File: src/rtl/sat_counter.sv
// Saturating up-counter with synchronous clear; clear has priority over increment.
module sat_counter #(
  parameter int W = 32
) (
  input  logic         clk,
  input  logic         rst_n,
  input  logic         clr,
  input  logic         inc,
  output logic [W-1:0] value
);

  // Count up on inc, stick at all-ones, clear wins over a simultaneous increment.
  always_ff @(posedge clk or negedge rst_n) begin
    if (!rst_n) begin
      value <= '0;
    end else if (clr) begin
      value <= '0;
    end else if (inc && (value != {W{1'b1}})) begin
      value <= value + W'(1);
    end
  end

endmodule

File: config.mk
export PLATFORM = sky130hd
export DESIGN_NAME = sat_counter
export DESIGN_NICKNAME = d
export VERILOG_FILES = /design/src/rtl/sat_counter.sv
export SDC_FILE = /design/constraint.sdc
export NUM_CORES = 1
export LEC_CHECK = 0
export CAP_MARGIN = 25
export CORE_MARGIN = 5
export CORE_UTILIZATION = 45
export CTS_CLUSTER_DIAMETER = 100
export DETAILED_ROUTE_END_ITERATION = 8
export HOLD_SLACK_MARGIN = 0.1
export PLACE_DENSITY = 0.76
export RECOVER_POWER = 100
export SKIP_LAST_GASP = 1
export SYNTH_ARGS = -nofsm -noshare
export SYNTH_HDL_FRONTEND = slang
export SYNTH_SLANG_ARGS = --single-unit
File: constraint.sdc
create_clock -name clk -period 1.8 [get_ports clk]
set_input_delay 0.36 -clock clk [delete_from_list [all_inputs] [get_ports clk]]
set_output_delay 0.36 -clock clk [all_outputs]
set_load 0.005 [all_outputs]
# ---- After elaboration in Yosys (flattened, before gate mapping)
# Cells that the tools add are included.
dict set report totals {
  regBits 32
  out_inout_bits 32
}
dict set report classes {
  add_sub_neg 1
  eq_ne 1
  muxes 2
  n_reduce_logical 2
}
# op count
set op_table {}
lappend op_table {{32-bit 2-to-1 mux} 2}
lappend op_table {{32-bit by 1-bit adder with 32-bit output (second input constant)} 1}
lappend op_table {{32-bit != test (second input constant)} 1}
lappend op_table {{2-bit nonzero test} 1}
lappend op_table {{1-bit logical AND} 1}

# ---- Longest topological paths before layout
# Gate-level depths: netlist (run 1).
dict set report logic_depth {
  depth_word 4
  mapped_depth 8
  depth_no_buf 6
}

# ---- Least setup slack after synthesis (run 1)
# OpenSTA, ideal clock, no wires.
dict set report synth_timing {
  path_kind {register to register}
  start {register value[0]}
  end {register value[31]}
  arrival_ns 1.826
  required_ns 1.675
  path_slack_ns -0.150
  stages_incl_launch_ff 8
  n_path_buf 1
  synth_period_minus_slack_ns 1.950
  cell_sequence {dfrtp_1 -> ha_1 -> nand4_1 -> nor4_2 -> a21o_1 -> buf_2 -> nor4_1 -> mux2_2}
}
dict set report synth_via {
  elab_chain_len 3
  elab_cells_between_ends 6
  cone_classes {1 x add/sub; 1 x eq/ne; 2 x mux; 2 x reduce/logical}
}
# element line
set synth_rtl {}
lappend synth_rtl {{start: declaration} 9} ;# output logic [W-1:0] value
lappend synth_rtl {{start signal: assignment} 19} ;# value <= value + W'(1);
lappend synth_rtl {{32-bit by 1-bit adder with 32-bit output or 32-bit != test (tied branches)} {19, 18}}
lappend synth_rtl {{32-bit 2-to-1 mux or 1-bit logical AND (tied branches)} 18} ;# end else if (inc && (value != {W{1'b1}})) begin
lappend synth_rtl {{32-bit 2-to-1 mux or 2-bit nonzero test (tied branches)} -}
# Parallel ways exist; a longest one is shown, timed or not. The select of a mux whose other input is x is not followed.
# A chain may end at the register's enable or synchronous reset.

# ---- Worst setup path after layout (run 1)
dict set report layout_timing {
  start {input port inc}
  end {register value[31]}
}
dict set report layout_via {
  elab_chain_len 2
}
# element line
set layout_rtl {}
lappend layout_rtl {{start: declaration} 8} ;# input logic inc,
lappend layout_rtl {{1-bit logical AND} 18}
lappend layout_rtl {{2-bit nonzero test (no line)} -}
# Every way passes these cells.

==> results of run 1 <==
-- path summary, 6_finish.rpt --
kind	from	end	slack, ns
hold / removal	value[28]	value[28]	0.66
hold reg to reg	value[28]	value[28]	0.66
min in group asynchronous	rst_n	value[26]	0.68
setup reg to reg	value[1]	value[31]	-0.02
max in group asynchronous	rst_n	value[19]	0.60
setup / recovery	inc	value[31]	-0.12
-- per-stage QoR --
stage	hold slack (ns)	power, mW	std cells	cell area, sq um	utilization
2_1_floorplan	0.0644	0.776	198	1880	-
3_3_place_gp	0.616	0.832	330	2670	0.668
3_5_place_dp	0.640	0.834	330	2670	0.668
4_1_cts	0.479	1.52	338	2820	0.704
5_1_grt	0.694	1.57	339	2900	0.725
6_report	0.655	1.52	339	2900	0.725
-- cell type report --
type	instances	area, sq um
multi-input cells	152	1120
fillers	291	1100
flip-flops and latches	32	801
repair buffers	90	781
clock buffers	6	72.6
well taps	50	62.6
clock inverters	2	35.0
inverters	7	26.3
-- metal layers --
layer | track usage | up-vias
met5 | 0 | -
met4 | 0.0704 | 0
met3 | 0.0541 | 8
met2 | 0.344 | 38
met1 | 0.248 | 893
li1 | - | 896
-- synth_stat cells (2+ instances only) --
cell type  instances  area, sq um
dfrtp_1           32          801
nor2_1            26         97.6
nand3_1           12         60.1
a21oi_1           11         55.1
nand2_1           11         41.3
xnor2_1           10         87.6
and3_1             7         43.8
inv_1              7         26.3
nand4_1            6         37.5
nor2b_1            6         37.5
a211oi_1           5         37.5
mux2_2             5         56.3
or3_1              5         31.3
clkbuf_1           4         15.0
nor3_1             4         20.0
nor4_1             4         25.0
o21ai_0            4         20.0
a21o_1             3         22.5
and2_1             3         18.8
o31ai_1            3         22.5
or4_1              3         22.5
xor2_1             3         26.3
a31o_2             2         17.5
buf_2              2         10.0
nand2b_1           2         12.5
nor4_2             2         25.0
-- power breakdown --
part | internal (mW) | leakage [nW] | total (mW) | switching (mW)
Combinational | 0.0426 | 0.805 | 0.0954 | 0.0528
Clock | 0.411 | 0.0552 | 0.696 | 0.285
Sequential | 0.723 | 0.446 | 0.726 | 0.00296
-- critical path, stage by stage --
cell and delay [ns]:
clkdlybuf4s50_1 0.49, and3_1 0.20, nand4_1 0.14, a21o_4 0.28, nor4_4 0.27, mux2_2 0.35
-- cells by family after synthesis --
logic type	Yosys count	share of synthesized area
xor+xnor	13	0.0614
compound gates	32	0.119
flops	32	0.432
mux	7	0.0439
fa+ha+maj	1	0.00675
simple gates	99	0.305
buf+inv	14	0.0317
-- repair_timing --
| action | in CTS | in global routing |
|---|---|---|
| gates resized for setup | 7 | 14 |
| setup buffers | 0 | 1 |
| pin swaps | 0 | 1 |
| cloned | 0 | 0 |
| setup endpoints to repair | 12 | 23 |
==> impl_metrics.env, run 1 <==
export IMPL_status="finished with violations"
export IMPL_violations="negative setup slack"
export IMPL_wl_met2_microns=2790
export IMPL_start_util=0.464
export IMPL_slew_headroom=0.456
export IMPL_drive_above_1_share=0.318
export IMPL_vias_per_cell=5.41
export IMPL_dpl_hpwl_microns=3540
export IMPL_n_antenna_cell=0
export IMPL_final_cell_mix="51 x buf_4, 34 x clkdlybuf4s50_1, 32 x dfrtp_1"
export IMPL_required_ns=1.98
export IMPL_worstMarginPinSlew_ns=0.816
export IMPL_first_global_vias=1890
export IMPL_wl_microns=5300
export IMPL_post_route_drc_count=0
export IMPL_hold_depth=3
export IMPL_nets=293
export IMPL_critPathArrivalTime_ns=2.10
export IMPL_synthToLayoutAreaGrowth_pct=56.5
export IMPL_finClkSkew_ns=0.00379
export IMPL_hold_viol_final=0
export IMPL_final_common_cell="buf_4"
export IMPL_ys_seq_area_frac=0.432
export IMPL_cellLeakagePower_nw=1.31
export IMPL_largest_reg_flops=32
export IMPL_io_buffers=35
export IMPL_met1_length_microns=2210
export IMPL_fp_row_count=23
export IMPL_ant_nets=0
export IMPL_cp_max_fo=12
export IMPL_setup_slack_ns=-0.122
export IMPL_async_reset_ff_frac=1.00
export IMPL_power_density_mw_per_mm2=523
export IMPL_reg2reg_depth=6
export IMPL_synthesis_area_sq_mm=0.00185
export IMPL_grt_pass1_wl_microns=8540
export IMPL_maxCapViolCount=0
export IMPL_rsz0062_at_grt="yes"
export IMPL_dr_wl_met3_microns=229
export IMPL_tns_ns=-1.01
export IMPL_overflow=0
export IMPL_clkTransAtPathRegs_ns=0.07
export IMPL_synthFlopType="dfrtp_1"
export IMPL_cts_tree="yes"
export IMPL_vias=1835
export IMPL_first_pass_iters=4
export IMPL_top_register="value"
export IMPL_die_area_sq_mm=0.00550
export IMPL_fmax_mhz=520
export IMPL_antenna_found_initial=0
export IMPL_io_pins=36
export IMPL_synth_cell_types=42
export IMPL_worstSetupPathType="in2reg"
export IMPL_grt_max_degree=41
export IMPL_h_tree_depth=2
export IMPL_die_h_microns=74.2
export IMPL_end_kind="register"
export IMPL_pre_cts_ws_ns=-0.467
export IMPL_synth_cells=198
export IMPL_drtIter0Drc=140
export IMPL_ys_ff_latch=32
export IMPL_avgSynthCellArea_sq_um=9.37
export IMPL_cts_made_buffers=5
export IMPL_yosysWarningCount=0
export IMPL_fin_crit_ns=1.92
export IMPL_highest_layer="met4"
export IMPL_setup_violations=12
export IMPL_insertion_delay_ns=0.29
export IMPL_cts_hold_fix_buffers=0
export IMPL_vdd_drop_max_mv=0.562
export IMPL_die_w_microns=74.2
export IMPL_syn_num_nets=203
export IMPL_largest_registers="value (32)"
export IMPL_start_kind="primary input"
export IMPL_cts_root_buf="clkbuf_8"
export IMPL_drv_slew=0
export IMPL_cts_sinks=32
export IMPL_synth_edf_count=0
export IMPL_cts_buffer_depth=2
export IMPL_coreArea_sq_mm=0.00400
export IMPL_grtUsageTotal=0.202
export IMPL_hold_class="reg2reg"
export IMPL_period_share=1.07
export IMPL_routedWlPerCell_microns=15.6
export IMPL_place_congestion=0.852
No activity file was read; power rests on OpenSTA's default activity.
==> run 2, diff against run 1 <==
- PLACE_DENSITY: 0.76 -> 0.7
==> run 2 against run 1 <==
  * The flow still finishes with violations (negative setup slack)
  * Die area unchanged
  * Sequential share of layout area up 0.66 points
  * First-iteration DRC count down 21%
  * Combinational power fell by 2.3%
  * Power is 1.0% lower
  * Utilization shrank 1.7 points
  * Clock skew increased by 0.00091 ns
  * Fmax increased by 2.7%
  * Clock power shrank 2%
  * Global-route usage down 0.96 points
  * Via count up 0.38%
  * Register-to-register slack worse by 0.03 ns
  * Critical path type unchanged
  * Critical endpoint unchanged
  * Highest routed layer unchanged
==> impl_metrics.env, run 2 (same netlist as run 1, synthesis figures left out) <==
export IMPL_cp_max_fo=11
export IMPL_io_pins=36
export IMPL_critPathArrivalTime_ns=2.04
export IMPL_setup_violations=13
export IMPL_start_util=0.464
export IMPL_coreArea_sq_mm=0.00400
export IMPL_status="finished with violations"
export IMPL_cts_sinks=32
export IMPL_worstSetupPathType="in2reg"
export IMPL_worstMarginPinSlew_ns=0.853
export IMPL_vias_per_cell=5.40
export IMPL_final_common_cell="buf_4"
export IMPL_end_kind="register"
export IMPL_h_tree_depth=2
export IMPL_grtUsageTotal=0.193
export IMPL_n_antenna_cell=0
export IMPL_cts_made_buffers=5
export IMPL_die_area_sq_mm=0.00550
export IMPL_routedWlPerCell_microns=14.8
export IMPL_fin_crit_ns=1.87
export IMPL_synthToLayoutAreaGrowth_pct=52.8
export IMPL_final_cell_mix="48 x buf_4, 33 x clkdlybuf4s50_1, 32 x dfrtp_1"
export IMPL_clkTransAtPathRegs_ns=0.07
export IMPL_cts_tree="yes"
export IMPL_fmax_mhz=534
export IMPL_p_comb_frac=0.062
export IMPL_grt_max_degree=41
export IMPL_fp_row_count=23
export IMPL_clkPwrFrac=0.454
export IMPL_seqPwrFrac=0.483
export IMPL_nets=295
export IMPL_cts_buffer_depth=2
export IMPL_vias=1842
export IMPL_dpl_hpwl_microns=3530
export IMPL_power_internal_mw=1.18
export IMPL_slew_headroom=0.431
export IMPL_p_sw_mw=0.326
export IMPL_setup_slack_ns=-0.0709
export IMPL_overflow=0
export IMPL_ant_nets=0
export IMPL_tns_ns=-0.476
export IMPL_hold_viol_final=0
export IMPL_die_w_microns=74.2
export IMPL_cts_root_buf="clkbuf_8"
export IMPL_antenna_found_initial=0
export IMPL_grt_pass1_wl_microns=8180
export IMPL_placed_cells=330
export IMPL_vdd_drop_max_mv=0.513
export IMPL_period_share=1.04
export IMPL_largest_reg_flops=32
export IMPL_holdWs_ns=0.645
export IMPL_place_congestion=0.823
export IMPL_die_h_microns=74.2
export IMPL_drive_above_1_share=0.292
export IMPL_power_density_mw_per_mm2=530
export IMPL_first_pass_iters=4
export IMPL_maxCapViolCount=0
export IMPL_post_route_drc_count=0
export IMPL_hold_class="reg2reg"
export IMPL_num_fill_cells=324
export IMPL_required_ns=1.97
export IMPL_insertion_delay_ns=0.29
export IMPL_first_global_vias=1797
export IMPL_wl_microns=5050
export IMPL_start_kind="primary input"
export IMPL_cellLeakagePower_nw=1.23
export IMPL_violations="negative setup slack"
export IMPL_drtIter0Drc=111
export IMPL_io_buffers=35
export IMPL_stdcell_count=341
export IMPL_largest_registers="value (32)"
export IMPL_finClkSkew_ns=0.00470
export IMPL_drv_slew=0
export IMPL_top_register="value"
export IMPL_swShare=0.217
export IMPL_rsz0062_at_grt="yes"
-- run 2: cell types whose count changed in the layout (fill, tap and decap cells not counted), moves of 2 or more --
cell,delta
nor4_4,-3
buf_4,-3
nor4_2,+3
clkbuf_1,+6
nand3_1,+2
buf_6,-2
nand3_2,-2
-- run 2: power groups by stage --
stage | Sequential, mW | Combinational, mW | Clock, mW
6_report | 0.726 | 0.0932 | 0.683
5_1_grt | 0.726 | 0.103 | 0.719
4_1_cts | 0.727 | 0.0953 | 0.698
3_5_place_dp | 0.740 | 0.0945 | 0
3_3_place_gp | 0.740 | 0.0933 | 0
2_1_floorplan | 0.743 | 0.0321 | 0
-- run 2: path summary, 6_finish.rpt --
kind / from / slack [ns] / to / cells past startpoint
max in group asynchronous: rst_n / 0.56 / value[27] / 2
hold / removal: value[1] / 0.65 / value[1] / 3
setup reg to reg: value[1] / -0.05 / value[3] / 7
hold reg to reg: value[1] / 0.65 / value[1] / 3
min in group asynchronous: rst_n / 0.71 / value[10] / 2
setup / recovery: inc / -0.07 / value[31] / 6
-- run 2: critical path, cell delays in order --
cell             delay [ns]
clkdlybuf4s50_1        0.50
and3_1                 0.19
nand4_1                0.11
a21o_4                 0.26
nor4_2                 0.27
mux2_2                 0.36
-- run 2: repair_timing --
| action | 4_1_cts | 5_1_grt |
|---|---|---|
| buffers inserted | 2 | 1 |
| gates resized for setup | 5 | 7 |
| setup endpoints to repair | 13 | 23 |
| hold buffers | 0 | 0 |
-- run 2: final cells by class --
cell class                 instances  area [sq um]  area share
multi-input combinational        152          1070       0.379
sequential                        32           801       0.283
timing repair buffer              92           763       0.269
clock buffer                       6          72.6      0.0256
tap                               50          62.6      0.0221
clock inverter                     2          35.0      0.0124
inverter                           7          26.3     0.00927
-- run 2: through the flow --
stage               area (sq um)   util  setup WS, ns  total power, mW
floorplan                   1880      -       -0.0774            0.776
global placement            2670  0.668        -0.382            0.833
detailed placement          2670  0.668        -0.479            0.835
CTS                         2820  0.705       -0.0558             1.52
global route                2830  0.708        -0.157             1.55
finish                      2830  0.708       -0.0709             1.50
-- run 2: metal layers --
layer  track usage  wire length (microns)  vias to the layer above
met5             0                      0                        -
met4        0.0624                     68                        0
met3        0.0446                    246                       10
met2         0.332                   2560                       48
met1         0.238                   2180                      887
li1              -                      -                      897
